File: config.mk
export PLATFORM = sky130hd
export DESIGN_NAME = reflex_round_ctrl
export DESIGN_NICKNAME = d
export VERILOG_FILES = /design/src/rtl/reflex_round_ctrl.sv
export SDC_FILE = /design/constraint.sdc
export NUM_CORES = 1
export LEC_CHECK = 0
export ABC_AREA = 1
export CORE_ASPECT_RATIO = 0.5
export CORE_UTILIZATION = 40
export CTS_BUF_LIST = sky130_fd_sc_hd__clkbuf_4
export DETAILED_ROUTE_END_ITERATION = 16
export PLACE_DENSITY = 0.64
export SLEW_MARGIN = 20
export SYNTH_ARGS = -nofsm -noshare
export SYNTH_HDL_FRONTEND = slang
export SYNTH_SLANG_ARGS = --single-unit
export TNS_END_PERCENT = 1
File: constraint.sdc
create_clock -name clk -period 4.2 [get_ports clk]
set_input_delay 0.42 -clock clk [delete_from_list [all_inputs] [get_ports clk]]
set_output_delay 0.42 -clock clk [all_outputs]
set_load 0.005 [all_outputs]
File: src/rtl/reflex_round_ctrl.sv
// reflex_round_ctrl
// Round controller for a reaction-time game. A round starts with a random
// pre-GO delay (MIN_WAIT_MS + rnd milliseconds), then lights the GO lamp and
// measures how many milliseconds pass until the player presses the button.
// Pressing early is a false start; not pressing within TIMEOUT_MS is a timeout.
//
// Parameters:
//   TICK_DIV    - clk cycles per millisecond tick (>= 2)
//   MIN_WAIT_MS - fixed part of the pre-GO delay in ms (>= 1)
//   TIMEOUT_MS  - reaction window limit in ms (1..16383)
//
// Ports:
//   clk         - system clock, rising edge
//   rst         - synchronous active-high reset
//   start       - request to begin a round (accepted in IDLE and RESULT)
//   react       - debounced player button level
//   rnd         - 12-bit random value added to the pre-GO delay
//   led_go      - GO lamp, high only while waiting for the reaction
//   busy        - high while a round is running (WAIT or GO)
//   done        - one-cycle pulse when a round finishes
//   false_start - last round ended by a press before GO
//   timeout     - last round ended because the window expired
//   react_ms    - measured reaction time in milliseconds
module reflex_round_ctrl #(
   parameter int TICK_DIV    = 100000,
   parameter int MIN_WAIT_MS = 1000,
   parameter int TIMEOUT_MS  = 9999
) (
   input  logic        clk,
   input  logic        rst,
   input  logic        start,
   input  logic        react,
   input  logic [11:0] rnd,
   output logic        led_go,
   output logic        busy,
   output logic        done,
   output logic        false_start,
   output logic        timeout,
   output logic [13:0] react_ms
);

   localparam int PW = (TICK_DIV > 1) ? $clog2(TICK_DIV) : 1;

   typedef enum logic [1:0] {
      IDLE,
      WAIT,
      GO,
      RESULT
   } state_t;

   state_t        state;
   state_t        state_next;
   logic [PW-1:0] presc;
   logic [PW-1:0] presc_next;
   logic [12:0]   delay;
   logic [12:0]   delay_next;
   logic          react_q;
   logic          react_rise;
   logic          tick;
   logic [13:0]   ms_inc;
   logic [13:0]   react_ms_next;
   logic          false_start_next;
   logic          timeout_next;
   logic          done_next;
   logic          led_go_next;
   logic          busy_next;

   // A press is only the rising edge of the button level, so a button that is
   // already held when a round starts cannot trigger a false start until it
   // has been released and pressed again.
   assign react_rise = react & ~react_q;

   // The millisecond tick fires on the last prescaler count; the prescaler
   // wraps to zero on that same edge.
   assign tick   = (presc == PW'(TICK_DIV - 1));
   assign ms_inc = react_ms + 14'd1;

   // State and every output are registered here. Reset wins over everything,
   // including a start or a press in the same cycle.
   always_ff @(posedge clk) begin
      if (rst) begin
         state       <= IDLE;
         presc       <= '0;
         delay       <= '0;
         react_q     <= 1'b0;
         led_go      <= 1'b0;
         busy        <= 1'b0;
         done        <= 1'b0;
         false_start <= 1'b0;
         timeout     <= 1'b0;
         react_ms    <= '0;
      end else begin
         state       <= state_next;
         presc       <= presc_next;
         delay       <= delay_next;
         react_q     <= react;
         led_go      <= led_go_next;
         busy        <= busy_next;
         done        <= done_next;
         false_start <= false_start_next;
         timeout     <= timeout_next;
         react_ms    <= react_ms_next;
      end
   end

   // Next-state and next-output logic. WAIT counts the delay down once per
   // millisecond and a press there always wins over the final tick. GO counts
   // the reaction time up; a press on the tick that reaches the limit still
   // counts as a valid reaction of exactly TIMEOUT_MS. Result flags simply
   // hold in IDLE/RESULT until the next accepted start clears them.
   always_comb begin
      state_next       = state;
      presc_next       = presc;
      delay_next       = delay;
      react_ms_next    = react_ms;
      false_start_next = false_start;
      timeout_next     = timeout;
      done_next        = 1'b0;

      case (state)
         IDLE, RESULT: begin
            if (start) begin
               delay_next       = 13'(MIN_WAIT_MS) + 13'(rnd);
               false_start_next = 1'b0;
               timeout_next     = 1'b0;
               react_ms_next    = '0;
               presc_next       = '0;
               state_next       = WAIT;
            end
         end

         WAIT: begin
            presc_next = tick ? '0 : presc + 1'b1;
            if (react_rise) begin
               false_start_next = 1'b1;
               done_next        = 1'b1;
               state_next       = RESULT;
            end else if (tick) begin
               delay_next = delay - 13'd1;
               if (delay == 13'd1) begin
                  presc_next = '0;
                  state_next = GO;
               end
            end
         end

         GO: begin
            presc_next = tick ? '0 : presc + 1'b1;
            if (tick) begin
               react_ms_next = ms_inc;
            end
            if (react_rise) begin
               done_next  = 1'b1;
               state_next = RESULT;
            end else if (tick && (ms_inc == 14'(TIMEOUT_MS))) begin
               timeout_next = 1'b1;
               done_next    = 1'b1;
               state_next   = RESULT;
            end
         end

         default: begin
            state_next = IDLE;
         end
      endcase

      led_go_next = (state_next == GO);
      busy_next   = (state_next == WAIT) || (state_next == GO);
   end

endmodule

==> qor.txt <==
vias per cell = 4.935
number of buffers created by CTS = 5
GRT met3 Usage = 0.03803
ratio of final minimum period to clock period = 0.5903
Worst VDD drop = 0.1324 mV
number of flip-flops and latches in the synthesized netlist = 52
count of vias placed by the detailed router = 3134
synthesized instance count = 498
Final HPWL DP = 5414 um
sum of negative setup slack = 0 ns
placeable core region = 7652 um^2
most frequent cells in the layout = nand2_1, nor2_1, inv_1, dfxtp_1, a21oi_1
RSZ-0062 raised after global routing = no
number of DRC violations after detailed routing = 0
post-CTS clock slew at the launch and capture registers of the worst setup and hold paths = 0.14 ns
met1 global-route usage = 0.2601
post-cts resize count = 0
antenna fix cells = 0
Rows = 22
routed len/inst = 11.58 um
endpoint arrival time on the critical path = 2.73 ns
total global-route track usage = 0.1851
initial cell density of the core = 0.4300
setup slack at placement = 1.756 ns
count of maximum capacitance violations = 0
final max-slew violation count = 0
synth-to-layout area growth = 13.73%
Post-Synthesis Cell Area = 3291 um^2
count of H-tree levels built during CTS = 2
gr busiest metal = met2
number of distinct library cells after synthesis = 37
most common cell after layout, fill and taps aside = nand2_1
Sink Count = 52
layout filler cell count = 824
area taken by multi-input logic gates = 1949 um^2
Clock Skew = 0.009986 ns
type of the worst setup path = register to register
wire length after detailed routing = 7356 um
width of the die = 130.3 um
cell area power density = 304.1 nW/um^2
critical path required time = 4.45 ns
Post-Synthesis Mean Instance Area = 6.608 um^2
sequential area share after synthesis = 0.3163
Post-Syn Nets = 523
met2 global-route usage = 0.2786
layout cells sized above 1 = 0.08918
overall overflow remaining after global route = 0
outcome = finished clean
height of the chip = 66.14 um
number of top-level design ports = 35
number of post-CTS setup repair buffers = 0
peak clock frequency supported by timing = 0.4033 GHz
largest net degree at the start of global routing = 29
Slew @ Worst Pin = 0.9120 ns
final critical-path setup slack = 1.721 ns
routability congestion estimate from global placement = 0.8055
critical path endpoint category = register
non-filler instance count after layout = 635
I/O Buffers = 34
post-route cell area = 3742 um^2
Pre-antenna DRT Iters = 4
ANT nets after route = 0
Hold Vio Cnt, Final = 0
Critical Path Start Type = register
minimum clock period = 2.479 ns
antenna violations before repair = 0
via count of the first global-routing pass = 2716
Sequential Area = 1041 um^2
total power consumption of the routed design = 0.001138 W
global-route wire length before repair = 12430 um
Clock Tree Buf Depth = 2
Hold/Removal Path Class = register to register
number of synthesis warnings = 0
total die area = 8615 um^2
Leakage Power = 1.477 nW
Clock Root Buffer = clkbuf_4
Placement Cell Area = 3697 um^2
cell total after placement = 628
top fanout value on the critical path = 19
hold buffer count at cts = 0
layout net count = 552
Starting DRT DRC Count = 138
Clk Latency, worst-skew pair = 0.38 ns
Slew headroom = 0.3879
setup violators final = 0
CTS tree = built
==> report_power, final <==
group / internal (W) / total, W / leakage, nW / switching (W)
Sequential: 0.000531 / 0.000564 / 0.423 / 0.0000324
Combinational: 0.000130 / 0.000353 / 1.03 / 0.000223
Clock: 0.0000590 / 0.000221 / 0.0261 / 0.000162
==> metal layers <==
metal / vias to the layer above / wire length, um
li1: 1671 / -
met3: 11 / 298
met2: 58 / 3009
met1: 1394 / 3938
met4: 0 / 110
met5: - / 0
==> logic make-up (layout without fill, tap and decap cells) <==
logic type,Yosys count,after routing,share of synthesized area
fa+ha+maj,9,9,0.03422
buf+inv,72,101,0.09125
compound gates,82,82,0.1407
flops,52,52,0.3164
xor+xnor,14,14,0.03726
simple gates,269,269,0.3802
==> worst max-delay path: stages, from the launching register on <==
cell and delay (ns):
dfxtp_1 0.38, inv_1 0.06, ha_1 0.43, inv_2 0.36, a21oi_1 0.15, nand2_1 0.10
inv_2 0.06, o21ai_1 0.71, nor2_1 0.11
==> through the flow <==
stage	hold WS, ns	utilization
after floorplan	0.4486	-
after global placement	0.4549	0.4832
after detailed placement	0.4686	0.4832
after CTS	0.4904	0.4890
after global routing	0.5093	0.4890
final	0.4825	0.4890
==> cells in the mapped netlist, drive strengths merged <==
| master | number | area (um^2) |
|---|---|---|
| clkbuf | 7 | 27.52 |
| o21bai | 1 | 7.510 |
| xnor2 | 3 | 26.28 |
| a31oi | 7 | 43.79 |
| and3 | 1 | 6.260 |
| a211oi | 5 | 37.54 |
| o31ai | 1 | 7.510 |
| dfxtp | 52 | 1041 |
| buf | 6 | 48.79 |
| nor4 | 1 | 12.51 |
| nand3 | 36 | 200.2 |
| nor2 | 72 | 339.1 |
| inv | 59 | 224.0 |
| o21ai | 29 | 156.4 |
| a21oi | 39 | 210.2 |
| nand4 | 9 | 56.30 |
| ha | 9 | 112.6 |
| nor3 | 8 | 45.04 |
| nand2 | 131 | 516.7 |
| or2 | 6 | 37.54 |
| xor2 | 11 | 96.34 |
| nand3b | 5 | 37.54 |
==> flip-flops by register name, summed over array words and instances (netlist names) <==
signal,cells
react_q,1
react_ms,14
timeout,1
state,2
done,1
led_go,1
false_start,1
presc,17
busy,1
delay,13
==> final cells by class <==
cell class / instances / area share
inverter: 59 / 0.05985
clock inverter: 2 / 0.002006
clock buffer: 5 / 0.01003
timing repair buffer: 35 / 0.09295
multi-input combinational: 374 / 0.5209
tap: 108 / 0.03611
sequential: 52 / 0.2782
==> worst paths after layout <==
kind	start	endpoint	slack, ns	cells after the start
min reg2reg	presc[4]	presc[4]	0.48	2
min	presc[4]	presc[4]	0.48	2
max reg2reg	state[1]	presc[10]	1.72	8
max	state[1]	presc[10]	1.72	8
Note: power is estimated with default switching activity, not from simulation.
